<file path="src/rtl/micro_seq_pkg.sv">
// Shared opcodes and helpers for the micro-sequencer next-address engine.
package micro_seq_pkg;

   localparam int NS_OP_W = 3;

   localparam logic [NS_OP_W-1:0] NS_INC  = 3'd0;
   localparam logic [NS_OP_W-1:0] NS_JMP  = 3'd1;
   localparam logic [NS_OP_W-1:0] NS_CJMP = 3'd2;
   localparam logic [NS_OP_W-1:0] NS_DISP = 3'd3;
   localparam logic [NS_OP_W-1:0] NS_WAIT = 3'd4;
   localparam logic [NS_OP_W-1:0] NS_CALL = 3'd5;
   localparam logic [NS_OP_W-1:0] NS_RET  = 3'd6;
   localparam logic [NS_OP_W-1:0] NS_RST  = 3'd7;

   // Index width that never collapses to zero bits for single-entry ranges
   function automatic int clog2_min1(input int n);
      return (n > 1) ? $clog2(n) : 1;
   endfunction

endpackage

</file>
<file path="src/rtl/micro_ret_stack.sv">
// Micro-subroutine return-address stack. Push while full and pop while
// empty are ignored; the caller reports those as errors.
module micro_ret_stack
   import micro_seq_pkg::*;
#(
   parameter int DEPTH = 4,
   parameter int W     = 6
)(
   input  logic         i_clk,
   input  logic         i_push,
   input  logic         i_pop,
   input  logic         i_clr,
   input  logic [W-1:0] i_din,
   output logic [W-1:0] o_dout,
   output logic         o_full,
   output logic         o_empty
);

   localparam int PTR_W = $clog2(DEPTH + 1);
   localparam int IDX_W = clog2_min1(DEPTH);

   logic [PTR_W-1:0] r_sp;
   logic [W-1:0]     r_mem [DEPTH];
   logic [IDX_W-1:0] w_wr_idx;
   logic [IDX_W-1:0] w_rd_idx;
   logic             w_do_push;
   logic             w_do_pop;

   assign o_full    = (r_sp == PTR_W'(DEPTH));
   assign o_empty   = (r_sp == '0);
   assign w_do_push = i_push & ~o_full & ~i_clr;
   assign w_do_pop  = i_pop & ~o_empty & ~i_clr;
   assign w_wr_idx  = IDX_W'(r_sp);
   assign w_rd_idx  = o_empty ? '0 : IDX_W'(r_sp - PTR_W'(1));
   assign o_dout    = r_mem[w_rd_idx];

   // Stack pointer: clear dominates, then push or pop
   always_ff @(posedge i_clk) begin
      if (i_clr) begin
         r_sp <= '0;
      end else if (w_do_push) begin
         r_sp <= r_sp + PTR_W'(1);
      end else if (w_do_pop) begin
         r_sp <= r_sp - PTR_W'(1);
      end
   end

   // Entry storage; contents above the pointer are don't-care, so no reset
   always_ff @(posedge i_clk) begin
      if (w_do_push) begin
         r_mem[w_wr_idx] <= i_din;
      end
   end

endmodule

</file>
<file path="src/rtl/micro_sequencer.sv">
// Next-address engine driving the micro-PC of an asynchronous control ROM.
// Optional feature: define MICRO_SEQ_WAIT_TIMEOUT_EN to add a WAIT timeout
// that traps to TRAP_ADDR and raises the sticky o_wait_to flag.
module micro_sequencer
   import micro_seq_pkg::*;
#(
   parameter int ADDR_W      = 6,
   parameter int NCOND       = 4,
   parameter int STACK_DEPTH = 4,
   parameter int FETCH_ADDR  = 0,
`ifdef MICRO_SEQ_WAIT_TIMEOUT_EN
   parameter int TIMEOUT     = 16,
   parameter int TRAP_ADDR   = (1 << ADDR_W) - 1,
`endif
   parameter int CSEL_W      = clog2_min1(NCOND)
)(
   input  logic               i_clk,
   input  logic               i_rst,
   input  logic               i_clk_en,
   input  logic [NS_OP_W-1:0] i_ns_op,
   input  logic [CSEL_W-1:0]  i_cond_sel,
   input  logic               i_inv,
   input  logic [ADDR_W-1:0]  i_branch_addr,
   input  logic [ADDR_W-1:0]  i_dispatch_addr,
   input  logic [NCOND-1:0]   i_cond,
   input  logic               i_mfc,
   output logic [ADDR_W-1:0]  o_upc,
   output logic               o_waiting,
   output logic               o_stk_ovf,
`ifdef MICRO_SEQ_WAIT_TIMEOUT_EN
   output logic               o_stk_unf,
   output logic               o_wait_to
`else
   output logic               o_stk_unf
`endif
);

   logic [ADDR_W-1:0] r_upc;
   logic              r_ovf;
   logic              r_unf;

   logic              w_adv;
   logic              w_sel_bit;
   logic              w_ct;
   logic [ADDR_W-1:0] w_inc;
   logic [ADDR_W-1:0] w_next;
   logic              w_push;
   logic              w_pop;
   logic              w_clr_stk;
   logic              w_ovf_set;
   logic              w_unf_set;
   logic [ADDR_W-1:0] w_top;
   logic              w_full;
   logic              w_empty;
   logic              w_wait_stall;

   assign w_adv        = i_clk_en & ~i_rst;
   assign w_inc        = r_upc + ADDR_W'(1);
   assign w_ct         = w_sel_bit ^ i_inv;
   assign w_wait_stall = (i_ns_op == NS_WAIT) & ~i_mfc;
   assign o_waiting    = w_wait_stall;
   assign o_upc        = r_upc;
   assign o_stk_ovf    = r_ovf;
   assign o_stk_unf    = r_unf;

   // Condition select; indices beyond NCOND read as zero
   always_comb begin
      w_sel_bit = 1'b0;
      for (int i = 0; i < NCOND; i++) begin
         if (i_cond_sel == CSEL_W'(i)) begin
            w_sel_bit = i_cond[i];
         end
      end
   end

`ifdef MICRO_SEQ_WAIT_TIMEOUT_EN
   localparam int CNT_W = $clog2(TIMEOUT + 1);

   logic [CNT_W-1:0] r_wcnt;
   logic             r_wait_to;
   logic             w_trap;

   assign w_trap    = w_wait_stall & (r_wcnt == CNT_W'(TIMEOUT - 1));
   assign o_wait_to = r_wait_to;

   // Stall counter: runs only across consecutive stalled WAIT cycles
   always_ff @(posedge i_clk) begin
      if (i_rst) begin
         r_wcnt    <= '0;
         r_wait_to <= 1'b0;
      end else if (i_clk_en) begin
         if (!w_wait_stall || w_trap) begin
            r_wcnt <= '0;
         end else begin
            r_wcnt <= r_wcnt + CNT_W'(1);
         end
         if (w_trap) begin
            r_wait_to <= 1'b1;
         end
      end
   end
`else
   logic w_trap;
   assign w_trap = 1'b0;
`endif

   // Next-address selection and stack/error side effects of the current op
   always_comb begin
      w_next    = w_inc;
      w_push    = 1'b0;
      w_pop     = 1'b0;
      w_ovf_set = 1'b0;
      w_unf_set = 1'b0;
      case (i_ns_op)
         NS_INC:  w_next = w_inc;
         NS_JMP:  w_next = i_branch_addr;
         NS_CJMP: w_next = w_ct ? i_branch_addr : w_inc;
         NS_DISP: w_next = i_dispatch_addr;
         NS_WAIT: w_next = i_mfc ? w_inc : r_upc;
         NS_CALL: begin
            if (w_ct) begin
               w_next    = i_branch_addr;
               w_push    = ~w_full;
               w_ovf_set = w_full;
            end
         end
         NS_RET: begin
            if (w_empty) begin
               w_next    = ADDR_W'(FETCH_ADDR);
               w_unf_set = 1'b1;
            end else begin
               w_next = w_top;
               w_pop  = 1'b1;
            end
         end
         default: w_next = ADDR_W'(FETCH_ADDR);
      endcase
`ifdef MICRO_SEQ_WAIT_TIMEOUT_EN
      if (w_trap) begin
         w_next = ADDR_W'(TRAP_ADDR);
      end
`endif
   end

   assign w_clr_stk = i_rst | (w_adv & (i_ns_op == NS_RST));

   micro_ret_stack #(
      .DEPTH (STACK_DEPTH),
      .W     (ADDR_W)
   ) u_stack (
      .i_clk   (i_clk),
      .i_push  (w_adv & w_push),
      .i_pop   (w_adv & w_pop),
      .i_clr   (w_clr_stk),
      .i_din   (w_inc),
      .o_dout  (w_top),
      .o_full  (w_full),
      .o_empty (w_empty)
   );

   // Micro-PC and sticky error flags
   always_ff @(posedge i_clk) begin
      if (i_rst) begin
         r_upc <= ADDR_W'(FETCH_ADDR);
         r_ovf <= 1'b0;
         r_unf <= 1'b0;
      end else if (i_clk_en) begin
         r_upc <= w_next;
         if (w_ovf_set) begin
            r_ovf <= 1'b1;
         end
         if (w_unf_set) begin
            r_unf <= 1'b1;
         end
      end
   end

endmodule

</file>
<file path="config.mk">
export PLATFORM = sky130hd
export DESIGN_NAME = micro_sequencer
export DESIGN_NICKNAME = d
export VERILOG_FILES = /design/src/rtl/micro_seq_pkg.sv /design/src/rtl/micro_ret_stack.sv /design/src/rtl/micro_sequencer.sv
export SDC_FILE = /design/constraint.sdc
export NUM_CORES = 1
export LEC_CHECK = 0
export ABC_AREA = 1
export BUFFER_PORTS_ARGS = -buffer_cell sky130_fd_sc_hd__buf_2
export CAP_MARGIN = 20
export CORE_AREA = 4 4 100 55
export DETAILED_ROUTE_END_ITERATION = 7
export DIE_AREA = 0 0 104 59
export GPL_ROUTABILITY_DRIVEN = 0
export GPL_TIMING_DRIVEN = 0
export PLACE_DENSITY = 0.69
export SLEW_MARGIN = 20
export SYNTH_ARGS = -nofsm -noshare
export SYNTH_HDL_FRONTEND = slang
export SYNTH_HIERARCHICAL = 1
export SYNTH_SLANG_ARGS = --single-unit
</file>
<file path="constraint.sdc">
create_clock -name i_clk -period 3.1 [get_ports i_clk]
set_clock_uncertainty 0.05 [all_clocks]
set_input_delay 0.62 -clock i_clk [delete_from_list [all_inputs] [get_ports i_clk]]
set_output_delay 0.62 -clock i_clk [all_outputs]
set_load 0.1 [all_outputs]
</file>
==> results.txt <==
status: finished clean
drt first pass iters: 4
GR Util met1: 27.4%
Fill cells: 450
clock latency at the later pin of the worst-skew pair: 0.29 ns
core area: 4680 um2
postcts setup bufs: 0
hold depth: 2
MaxCap Viol Count: 0
CP Max Fanout: 7
Synth warnings: 6
vias per cell: 5.10
PortBufs: 33
Static Leak: 1.20 nW
Starting Density: 47.4%
relative slew slack: 56.4%
area grow syn2layout: 14.5%
met2 Use GR: 26.1%
Syn Inst Count: 279
Finish-stage setup viols: 0
R2R Setup Slk: 0.56 ns
minimum clock period: 2.54 ns
vias in the first global route: 1828
layout cells sized above 1: 22.8%
Seq/Total Area, Yosys: 42.4%
power per standard cell area: 397 nW/um2
Final Util: 54.2%
clk slew on worst S/H paths: 0.06 ns
Startpoint Class: flop
fmax: 0.394 GHz
H-tree lvl count: 2
top cells by area, synth: edfxtp_1 32%, nand2_1 12%, dfxtp_1 9.9%
Root Buffer Master: clkbuf_8
Netlist cell types: 31
Final Routed Wirelength: 5.22 mm
routed len/inst: 13.7 um
Initial DRC Count: 129
Most Crowded Layer GR: met1
Fin Setup TNS: 0 ns
Layout Nets: 351
count of final max-slew check failures: 0
# resized after CTS: 0
total gr overflow: 0
R2R Path Start: u_stack/r_sp[0]
M3 GR Usage: 5.77%
antenna cells: 0
Net Count, Synth: 311
total track usage: 18.4%
R2R depth: 7
Final Cycle Share: 81.9%
beginning of the worst hold path: o_stk_ovf
largest net degree at the start of global routing: 11
CP arrival: 2.41 ns
hold_buf cts: 0
total CTS buffers: 5
dpl cells: 372
share of the synthesized area in the top cell type: 32.5%
Hold Crit Class: reg -> reg
IO Count: 35
num rows: 18
Final Power: 0.00101 W
Die H: 59 um
Worst EP required: 2.97 ns
kind of critical path: reg -> reg
RSZ-0062 raised after global routing: false
Mapped Area: 2220 um2
Final Instance Count excl. Fillers: 380
syn avg cell area: 7.96 um2
Hold Vio Cnt, Final: 0
reg-to-reg critical path endpoint: u_stack/r_mem[1][3]
CTS tree: yes
total vias in the final route: 1937
CP Capture Type: flop
Max clock buf depth: 2
Final ANT Viol Nets: 0
number of remaining DRC errors: 0
Max rail drop VDD: 0.163 mV
Tightest Pin Transition: 0.652 ns
Num Clock Sinks: 35
global-route wire length before repair: 8.80 mm
hold path endpoint: o_stk_ovf
DIE AREA: 6140 um2
leading area contributor after synthesis: edfxtp_1
Seq cells post-synth: 35
Detail Placement HPWL: 4.19 mm
initial antenna violation count: 0
die width: 104 um
-- critical path, cell delays in order (launching register included) --
cell	delay, ns
dfxtp_1	0.38
inv_1	0.14
ha_1	0.27
nand2_1	0.11
inv_1	0.07
nor4_1	0.42
nand3_2	0.23
nor2_1	0.51
-- area by class of cell --
| type | instances | area (um2) | area share [%] |
|---|---|---|---|
| plain buffers | 3 | 26.3 | 1.03 |
| multi-input cells | 187 | 1050 | 41.3 |
| clock buffers | 7 | 76.3 | 3.00 |
| well taps | 60 | 75.1 | 2.95 |
| repair buffers | 33 | 165 | 6.50 |
| flip-flops and latches | 35 | 941 | 37.0 |
| inverters | 54 | 204 | 8.03 |
| clock inverters | 1 | 5.00 | 0.197 |
-- layout by cell type, fill, tap and decap left out, types with 3 or more instances in the layout --
cell type,count
nand2_1,73
inv_1,45
buf_2,33
nand3_1,29
edfxtp_1,24
nor2_1,22
o211ai_1,13
dfxtp_1,11
inv_2,6
nand2_2,6
a21oi_2,6
ha_1,6
clkbuf_8,5
nand3_2,4
o21ai_0,4
clkbuf_1,3
nand3_4,3
nor3b_1,3
a21oi_1,3
-- stage by stage --
stage               setup WS [ns]  instance area [um2]  hold slack [ns]
detailed placement          0.263                 2460            0.393
finish                      0.562                 2540            0.403
floorplan                   0.798                 2220            0.481
global route                0.350                 2540            0.453
global placement            0.287                 2460            0.389
CTS                         0.517                 2540            0.406
-- where the power goes --
part	total [W]	switching, W	internal, W	leakage [nW]
Sequential	0.000514	0.00000819	0.000506	0.316
Combinational	0.000179	0.000128	0.0000505	0.840
Clock	0.000316	0.000159	0.000158	0.0422
Total	0.00101	0.000295	0.000714	1.20
-- how the worst max path moves through the flow --
stage | slack [ns] | to | cells after the start | from
floorplan | 0.80 | o_waiting | 3 | i_ns_op[1]
global placement | 0.29 | u_stack/r_mem[2][0] | 10 | i_cond_sel[0]
detailed placement | 0.26 | u_stack/r_mem[1][0] | 10 | i_cond_sel[0]
CTS | 0.52 | u_stack/r_mem[1][1] | 7 | u_stack/r_sp[0]
global route | 0.35 | u_stack/r_mem[1][1] | 7 | u_stack/r_sp[0]
finish | 0.56 | u_stack/r_mem[1][3] | 7 | u_stack/r_sp[0]
-- cells in the mapped netlist, drive strengths merged --
cell	count
o211ai	13
nand3b	1
dfxtp	11
inv	51
nor4	1
ha	6
clkinv	3
nor3b	3
xor2	2
o41ai	1
nand2	81
clkbuf	1
nand3	36
nor3	2
o21ai	4
buf	2
edfxtp	24
a21oi	9
nand4	2
xnor2	1
nor2	25
-- state kept, by name, summed over array words and instances (netlist names) --
register,count
u_stack/r_mem,24
o_upc,6
u_stack/r_sp,3
o_stk_ovf,1
o_stk_unf,1
-- routing by layer --
layer | routed length (um) | share of wire (%)
met5 | 0 | 0
met2 | 1970 | 38
met3 | 461 | 8.8
met4 | 37 | 0.71
met1 | 2760 | 53
-- kinds of logic after synthesis --
group | synth area share, %
buf+inv | 10.4
xor+xnor | 1.18
fa+ha+maj | 3.38
simple gates | 33.9
compound gates | 8.74
flops | 42.4
(Power assumes the default switching activity.)
